`config.mk`:
```
export PLATFORM = sky130hd
export DESIGN_NAME = mem_rmw_ctrl_flat
export DESIGN_NICKNAME = d
export VERILOG_FILES = /design/src/rtl/mem_rmw_ctrl_if.sv /design/src/rtl/mem_rmw_ctrl.sv /design/src/flat_wrapper.sv
export SDC_FILE = /design/constraint.sdc
export NUM_CORES = 1
export LEC_CHECK = 0
export BUFFER_PORTS_ARGS = -buffer_cell sky130_fd_sc_hd__clkbuf_2
export CAP_MARGIN = 20
export CORE_ASPECT_RATIO = 0.6
export CORE_MARGIN = 2
export CORE_UTILIZATION = 58
export CTS_BUF_LIST = sky130_fd_sc_hd__clkbuf_8
export CTS_CLUSTER_SIZE = 8
export DETAILED_ROUTE_END_ITERATION = 12
export GPL_TIMING_DRIVEN = 0
export PLACE_DENSITY = 0.84
export SETUP_SLACK_MARGIN = 0.2
export SYNTH_ARGS = -nofsm -noshare
export SYNTH_HDL_FRONTEND = slang
export SYNTH_SLANG_ARGS = --single-unit
```
`constraint.sdc`:
```
create_clock -name clk -period 10.98 [get_ports clk]
set_clock_uncertainty 0.1 [all_clocks]
set_input_delay 1.098 -clock clk [delete_from_list [all_inputs] [get_ports clk]]
set_output_delay 1.098 -clock clk [all_outputs]
set_load 0.01 [all_outputs]
```
`src/rtl/mem_rmw_ctrl_if.sv`:
```
// Request-side bus between the multicycle datapath (master) and the
// load/store read-modify-write controller (slave).
interface mem_rmw_ctrl_if #(
  parameter int N = 32
);
  logic         req;
  logic         wr;
  logic [1:0]   size;
  logic         sgn;
  logic [N-1:0] addr;
  logic [N-1:0] wdata;
  logic         ready;
  logic         err;
  logic [N-1:0] rdata;

  modport master (
    output req, wr, size, sgn, addr, wdata,
    input  ready, err, rdata
  );

  modport slave (
    input  req, wr, size, sgn, addr, wdata,
    output ready, err, rdata
  );
endinterface

```
`src/rtl/mem_rmw_ctrl.sv`:
```
// Load/store front end for a word-addressed unified memory. Sub-word stores
// are done as read-modify-write, sub-word loads are lane-extracted and
// sign/zero-extended, misaligned or illegal accesses complete with err.
// Byte lanes are fixed at four, so N is expected to be 32.
module mem_rmw_ctrl #(
  parameter int N = 32
) (
  input  logic            clk,
  input  logic            reset,
  mem_rmw_ctrl_if.slave   bus,
  output logic [N-1:0]    mem_a,
  output logic            mem_we,
  output logic [N-1:0]    mem_wd,
  input  logic [N-1:0]    mem_rd
);

  localparam logic [1:0] SZ_BYTE = 2'b00;
  localparam logic [1:0] SZ_HALF = 2'b01;
  localparam logic [1:0] SZ_WORD = 2'b10;

  typedef enum logic [2:0] {
    IDLE,
    RD,
    WR,
    DONE,
    ERR
  } state_t;

  state_t       state;
  state_t       state_nxt;

  logic [N-1:0] addr_q;
  logic         wr_q;
  logic [1:0]   size_q;
  logic         sgn_q;
  logic [N-1:0] wdata_q;
  logic [N-1:0] word_q;
  logic [N-1:0] rdata_q;

  logic         accept;

  // Illegal size, or an address not aligned to the access size.
  function automatic logic misaligned(input logic [1:0] sz, input logic [1:0] lo);
    logic bad;
    bad = 1'b0;
    case (sz)
      SZ_BYTE: bad = 1'b0;
      SZ_HALF: bad = lo[0];
      SZ_WORD: bad = (lo != 2'b00);
      default: bad = 1'b1;
    endcase
    return bad;
  endfunction

  // Pick the addressed lane out of a memory word and extend it to N bits.
  function automatic logic [N-1:0] lane_extract(input logic [N-1:0] word,
                                                 input logic [1:0]   lo,
                                                 input logic [1:0]   sz,
                                                 input logic         sg);
    logic signed [7:0]  b;
    logic signed [15:0] h;
    logic [N-1:0]       r;
    b = $signed(word[{lo, 3'b000} +: 8]);
    h = lo[1] ? $signed(word[16 +: 16]) : $signed(word[0 +: 16]);
    case (sz)
      SZ_BYTE: r = sg ? {{(N-8){b[7]}}, b}   : {{(N-8){1'b0}}, b};
      SZ_HALF: r = sg ? {{(N-16){h[15]}}, h} : {{(N-16){1'b0}}, h};
      default: r = word;
    endcase
    return r;
  endfunction

  // Replace the addressed lane(s) of the old word with right-aligned store data.
  function automatic logic [N-1:0] lane_merge(input logic [N-1:0] old,
                                               input logic [N-1:0] wd,
                                               input logic [1:0]   lo,
                                               input logic [1:0]   sz);
    logic [N-1:0] r;
    r = old;
    case (sz)
      SZ_BYTE: r[{lo, 3'b000} +: 8] = wd[7:0];
      SZ_HALF: begin
        if (lo[1]) r[16 +: 16] = wd[15:0];
        else       r[0 +: 16]  = wd[15:0];
      end
      SZ_WORD: r = wd;
      default: r = old;
    endcase
    return r;
  endfunction

  assign accept = (state == IDLE) && bus.req;

  // State register; reset aborts any access in flight.
  always_ff @(posedge clk or posedge reset) begin
    if (reset) state <= IDLE;
    else       state <= state_nxt;
  end

  // Next-state selection: stores that touch only part of a word read it first.
  always_comb begin
    state_nxt = state;
    case (state)
      IDLE: begin
        if (bus.req) begin
          if (misaligned(bus.size, bus.addr[1:0]))    state_nxt = ERR;
          else if (bus.wr && (bus.size == SZ_WORD))   state_nxt = WR;
          else                                        state_nxt = RD;
        end
      end
      RD:      state_nxt = wr_q ? WR : DONE;
      WR:      state_nxt = DONE;
      DONE:    state_nxt = IDLE;
      ERR:     state_nxt = IDLE;
      default: state_nxt = IDLE;
    endcase
  end

  // Request latches, loaded only when a request is accepted in IDLE.
  always_ff @(posedge clk or posedge reset) begin
    if (reset) begin
      addr_q  <= '0;
      wr_q    <= 1'b0;
      size_q  <= 2'b00;
      sgn_q   <= 1'b0;
      wdata_q <= '0;
    end else if (accept) begin
      addr_q  <= bus.addr;
      wr_q    <= bus.wr;
      size_q  <= bus.size;
      sgn_q   <= bus.sgn;
      wdata_q <= bus.wdata;
    end
  end

  // Memory word captured in RD: load source, or old word for a merge.
  always_ff @(posedge clk or posedge reset) begin
    if (reset)            word_q <= '0;
    else if (state == RD) word_q <= mem_rd;
  end

  // Load result register, updated on load completion and held otherwise.
  always_ff @(posedge clk or posedge reset) begin
    if (reset)                        rdata_q <= '0;
    else if ((state == DONE) && !wr_q) rdata_q <= lane_extract(word_q, addr_q[1:0], size_q, sgn_q);
  end

  // Completion, error and memory-side outputs decoded from state.
  always_comb begin
    bus.ready = 1'b0;
    bus.err   = 1'b0;
    mem_we    = 1'b0;
    mem_a     = {addr_q[N-1:2], 2'b00};
    mem_wd    = lane_merge(word_q, wdata_q, addr_q[1:0], size_q);
    case (state)
      WR:   mem_we = 1'b1;
      DONE: bus.ready = 1'b1;
      ERR: begin
        bus.ready = 1'b1;
        bus.err   = 1'b1;
      end
      default: ;
    endcase
  end

  assign bus.rdata = rdata_q;

endmodule

```
`src/flat_wrapper.sv`:
```
// flat-port wrapper written by rule: the top's interface ports become plain ports
module mem_rmw_ctrl_flat 
#(
  parameter int N = 32
)
  (clk, reset, mem_a, mem_we, mem_wd, mem_rd, bus_req, bus_wr, bus_size, bus_sgn, bus_addr, bus_wdata, bus_ready, bus_err, bus_rdata);
  mem_rmw_ctrl_if #(.N(N)) bus_i ();
  input  logic clk;
  input  logic reset;
  output logic [N-1:0] mem_a;
  output logic mem_we;
  output logic [N-1:0] mem_wd;
  input  logic [N-1:0] mem_rd;
  input wire logic [$bits(bus_i.req)-1:0] bus_req;
  input wire logic [$bits(bus_i.wr)-1:0] bus_wr;
  input wire logic [$bits(bus_i.size)-1:0] bus_size;
  input wire logic [$bits(bus_i.sgn)-1:0] bus_sgn;
  input wire logic [$bits(bus_i.addr)-1:0] bus_addr;
  input wire logic [$bits(bus_i.wdata)-1:0] bus_wdata;
  output wire logic [$bits(bus_i.ready)-1:0] bus_ready;
  output wire logic [$bits(bus_i.err)-1:0] bus_err;
  output wire logic [$bits(bus_i.rdata)-1:0] bus_rdata;
  assign bus_i.req = bus_req;
  assign bus_i.wr = bus_wr;
  assign bus_i.size = bus_size;
  assign bus_i.sgn = bus_sgn;
  assign bus_i.addr = bus_addr;
  assign bus_i.wdata = bus_wdata;
  assign bus_ready = bus_i.ready;
  assign bus_err = bus_i.err;
  assign bus_rdata = bus_i.rdata;
  mem_rmw_ctrl #(.N(N)) u_core (.clk(clk), .reset(reset), .bus(bus_i), .mem_a(mem_a), .mem_we(mem_we), .mem_wd(mem_wd), .mem_rd(mem_rd));
endmodule
```
==> run metrics <==
outcome finished clean; share of cells above drive strength 1 between 50% and 60%; Slew headroom between 40% and 50%; total leakage power between 0.004 and 0.005 uW; post-DR wirelength/cell 21.5 um; dpl hpwl approximately 17000 um; Die ar. roughly 13000 um2; Final Wtd Congestion ~0.95; ys flop type dfrtp_1; adder-cell share of the synthesized area less than 1%; Starting Density 59.2%; die extent in x between 100 and 150 um; Hold Crit Class flip-flop to flip-flop; final wirelength ~22000 um; IO Count between 200 and 250; initial drt markers between 500 and 600; Hold Crit Depth 1; period utilization 40.2%; total track usage around a third; Ys Warns 0; Clock Pin Slew Worst Setup and Hold Paths roughly 0.08 ns; Core ar. ~12000 um2; Placement Setup Slack a little over 7 ns; leading area contributor after synthesis dfrtp_1; via/cell ratio roughly 6; setup TNS 0 ns; Internal about 1800 uW; Syn Inst Count between 600 and 700; worst-margin pin slew 0.826 ns; grt ovf 0; Post-synth EDFFs 0; crit path time final roughly 4.4 ns; top cells by count, synth dfrtp_1 (135), mux2_2 (130), nand2_1 (58); Synth Cell Area 7110 um2; final setup fails 0; Crit Path Category flip-flop to output pin; clk buf depth 2; Die Y approximately 90 um; post-synthesis cell type count 52; area grow syn2layout 23.1%; global-route wire length before repair between 30000 and 40000 um; non-filler cells, final 1030; vias in the first global route between 6000 and 7000; largest net degree at the start of global routing between 80 and 90; power per cell area between 300 and 400 nW/um2; Pre-antenna DRT Iters 8; Setup WS post-layout 6.57 ns; syn_area_per_cell approximately 11 um2; VDD IR max 0.205 mV; CTS Root Cell clkbuf_8; post-CTS sizing 0; clk_lat worst skew ~0.44 ns; Cell Rows 31; setup repair bufs after CTS 0; DRC errors left 0; worst path required time roughly 9.8 ns; mux contribution to synthesized area 21.6%; register area share after synthesis between 40% and 50%; Max Clk Rate 227 MHz; CTS tree done; # H-tree levels 4; final slew viol count 0; Design Power between 3000 and 4000 uW; Min Hold Slack 0.414 ns; Synth Area in Simple Gates roughly 10%; xor and xnor fraction of the mapped netlist area 0%; Seq cells post-synth between 100 and 150; CTS buffer count 17; clock power share 13.3%; maxcap violations 0; Synth async-reset ratio 100%; Critical Path Fanout Max 10; number of port buffers between 150 and 200; fin nets about 960; combinational share of power a little over half; total clock sinks between 100 and 150; Via Count around 6200; Worst EP arrival about 3.2 ns; final hold vios 0; reg2reg path depth 5; sequential power share around 34%; Sw Ratio a little over two fifths; startpoint types flip-flop; RSZ-0062 raised after global routing no; largest cells by area after synthesis dfrtp_1 (47%), mux2_2 (21%), buf_4 (4.2%); most common cell in the synthesized netlist dfrtp_1; largest family of logic cells by synthesized area multiplexers; P_sw 1380 uW; ANT nets after route 0; Post-CTS Hold Buffers 0; Placed Cells around 1000; initial antenna violation count 1; CP Capture Type output pin; Filler Cell Count ~900; post-synthesis compound-gate area fraction approximately an eighth; Synth top area share a little under half
## layout by cell type (no fill, tap or decap), types with 5 or more instances in the layout
master,instances
clkbuf_2,199
dfrtp_1,135
mux2_2,130
nand2_1,58
a21oi_1,40
buf_4,40
nor2_1,39
o21ai_0,25
buf_2,21
clkbuf_8,18
nor3b_1,15
a221o_1,13
a221oi_1,11
a22oi_1,10
clkbuf_1,10
inv_1,9
a22o_1,8
a222oi_1,7
ha_1,5
## critical path: stages (launching register included)
cell and delay, ns:
dfrtp_1 0.55, buf_2 0.32, inv_1 0.19, ha_1 0.45
nand2_1 0.11, nor4_1 0.58, a221oi_1 0.16, o22ai_1 0.24
clkbuf_2 0.17
## per-layer routing
metal	GRT usage (%)	up-vias	wire length [um]
met2	50.8	407	9730
met5	0	-	0
met1	50.3	3056	9450
li1	-	2702	-
met4	7.85	0	243
met3	9.90	32	2710
## logic make-up (layout without fill, tap and decap cells)
group | count (synthesis) | in the layout
AO/OA/AOI/OAI | 130 | 130
adder cells (fa/ha/maj) | 5 | 5
buffers and inverters | 84 | 316
flip-flops | 135 | 135
multiplexers | 136 | 136
other | 1 | 3
AND/OR/NAND/NOR | 140 | 140
## stage by stage
stage	utilization, %	instance area (um2)
2_1_floorplan	-	7120
5_1_grt	72.8	8750
3_3_place_gp	69.2	8320
3_5_place_dp	69.5	8350
6_report	72.8	8750
4_1_cts	72.8	8750
## flip-flops by register name, indices dropped and copies added, names as in the netlist
name / cells
u_core.word_q: 32
u_core.addr_q: 32
u_core.bus.rdata: 32
u_core.size_q: 2
u_core.wr_q: 1
u_core.state: 3
u_core.wdata_q: 32
u_core.sgn_q: 1
## cell type report
| class | instances | area (um2) | area share, % |
|---|---|---|---|
| clock inverters | 14 | 151 | 1.73 |
| diodes | 1 | 2.50 | 0.0286 |
| plain buffers | 75 | 473 | 5.40 |
| inverters | 9 | 38.8 | 0.443 |
| clock buffers | 18 | 248 | 2.83 |
| repair buffers | 200 | 1020 | 11.7 |
| well taps | 165 | 206 | 2.36 |
| multi-input cells | 413 | 3230 | 36.9 |
| flip-flops and latches | 135 | 3380 | 38.6 |
## final timing paths
path | startpoint | end | slack [ns]
max | u_core.addr_q[1] | mem_wd[12] | 6.57
min | u_core.addr_q[11] | u_core.addr_q[11] | 0.41
max reg2reg | u_core.state[0] | u_core.addr_q[28] | 8.86
min reg2reg | u_core.addr_q[11] | u_core.addr_q[11] | 0.41
max in group asynchronous | reset | u_core.bus.rdata[3] | 9.44
min in group asynchronous | reset | u_core.addr_q[12] | 0.59
## power groups by stage
stage	clock, uW	sequential, uW	combinational (uW)
finish	419	1070	1670
detailed placement	0	1050	1650
global placement	0	1030	1600
global route	445	1080	1800
CTS	421	1040	1660
floorplan	0	938	1130
Note: power is estimated with default switching activity, not from simulation.
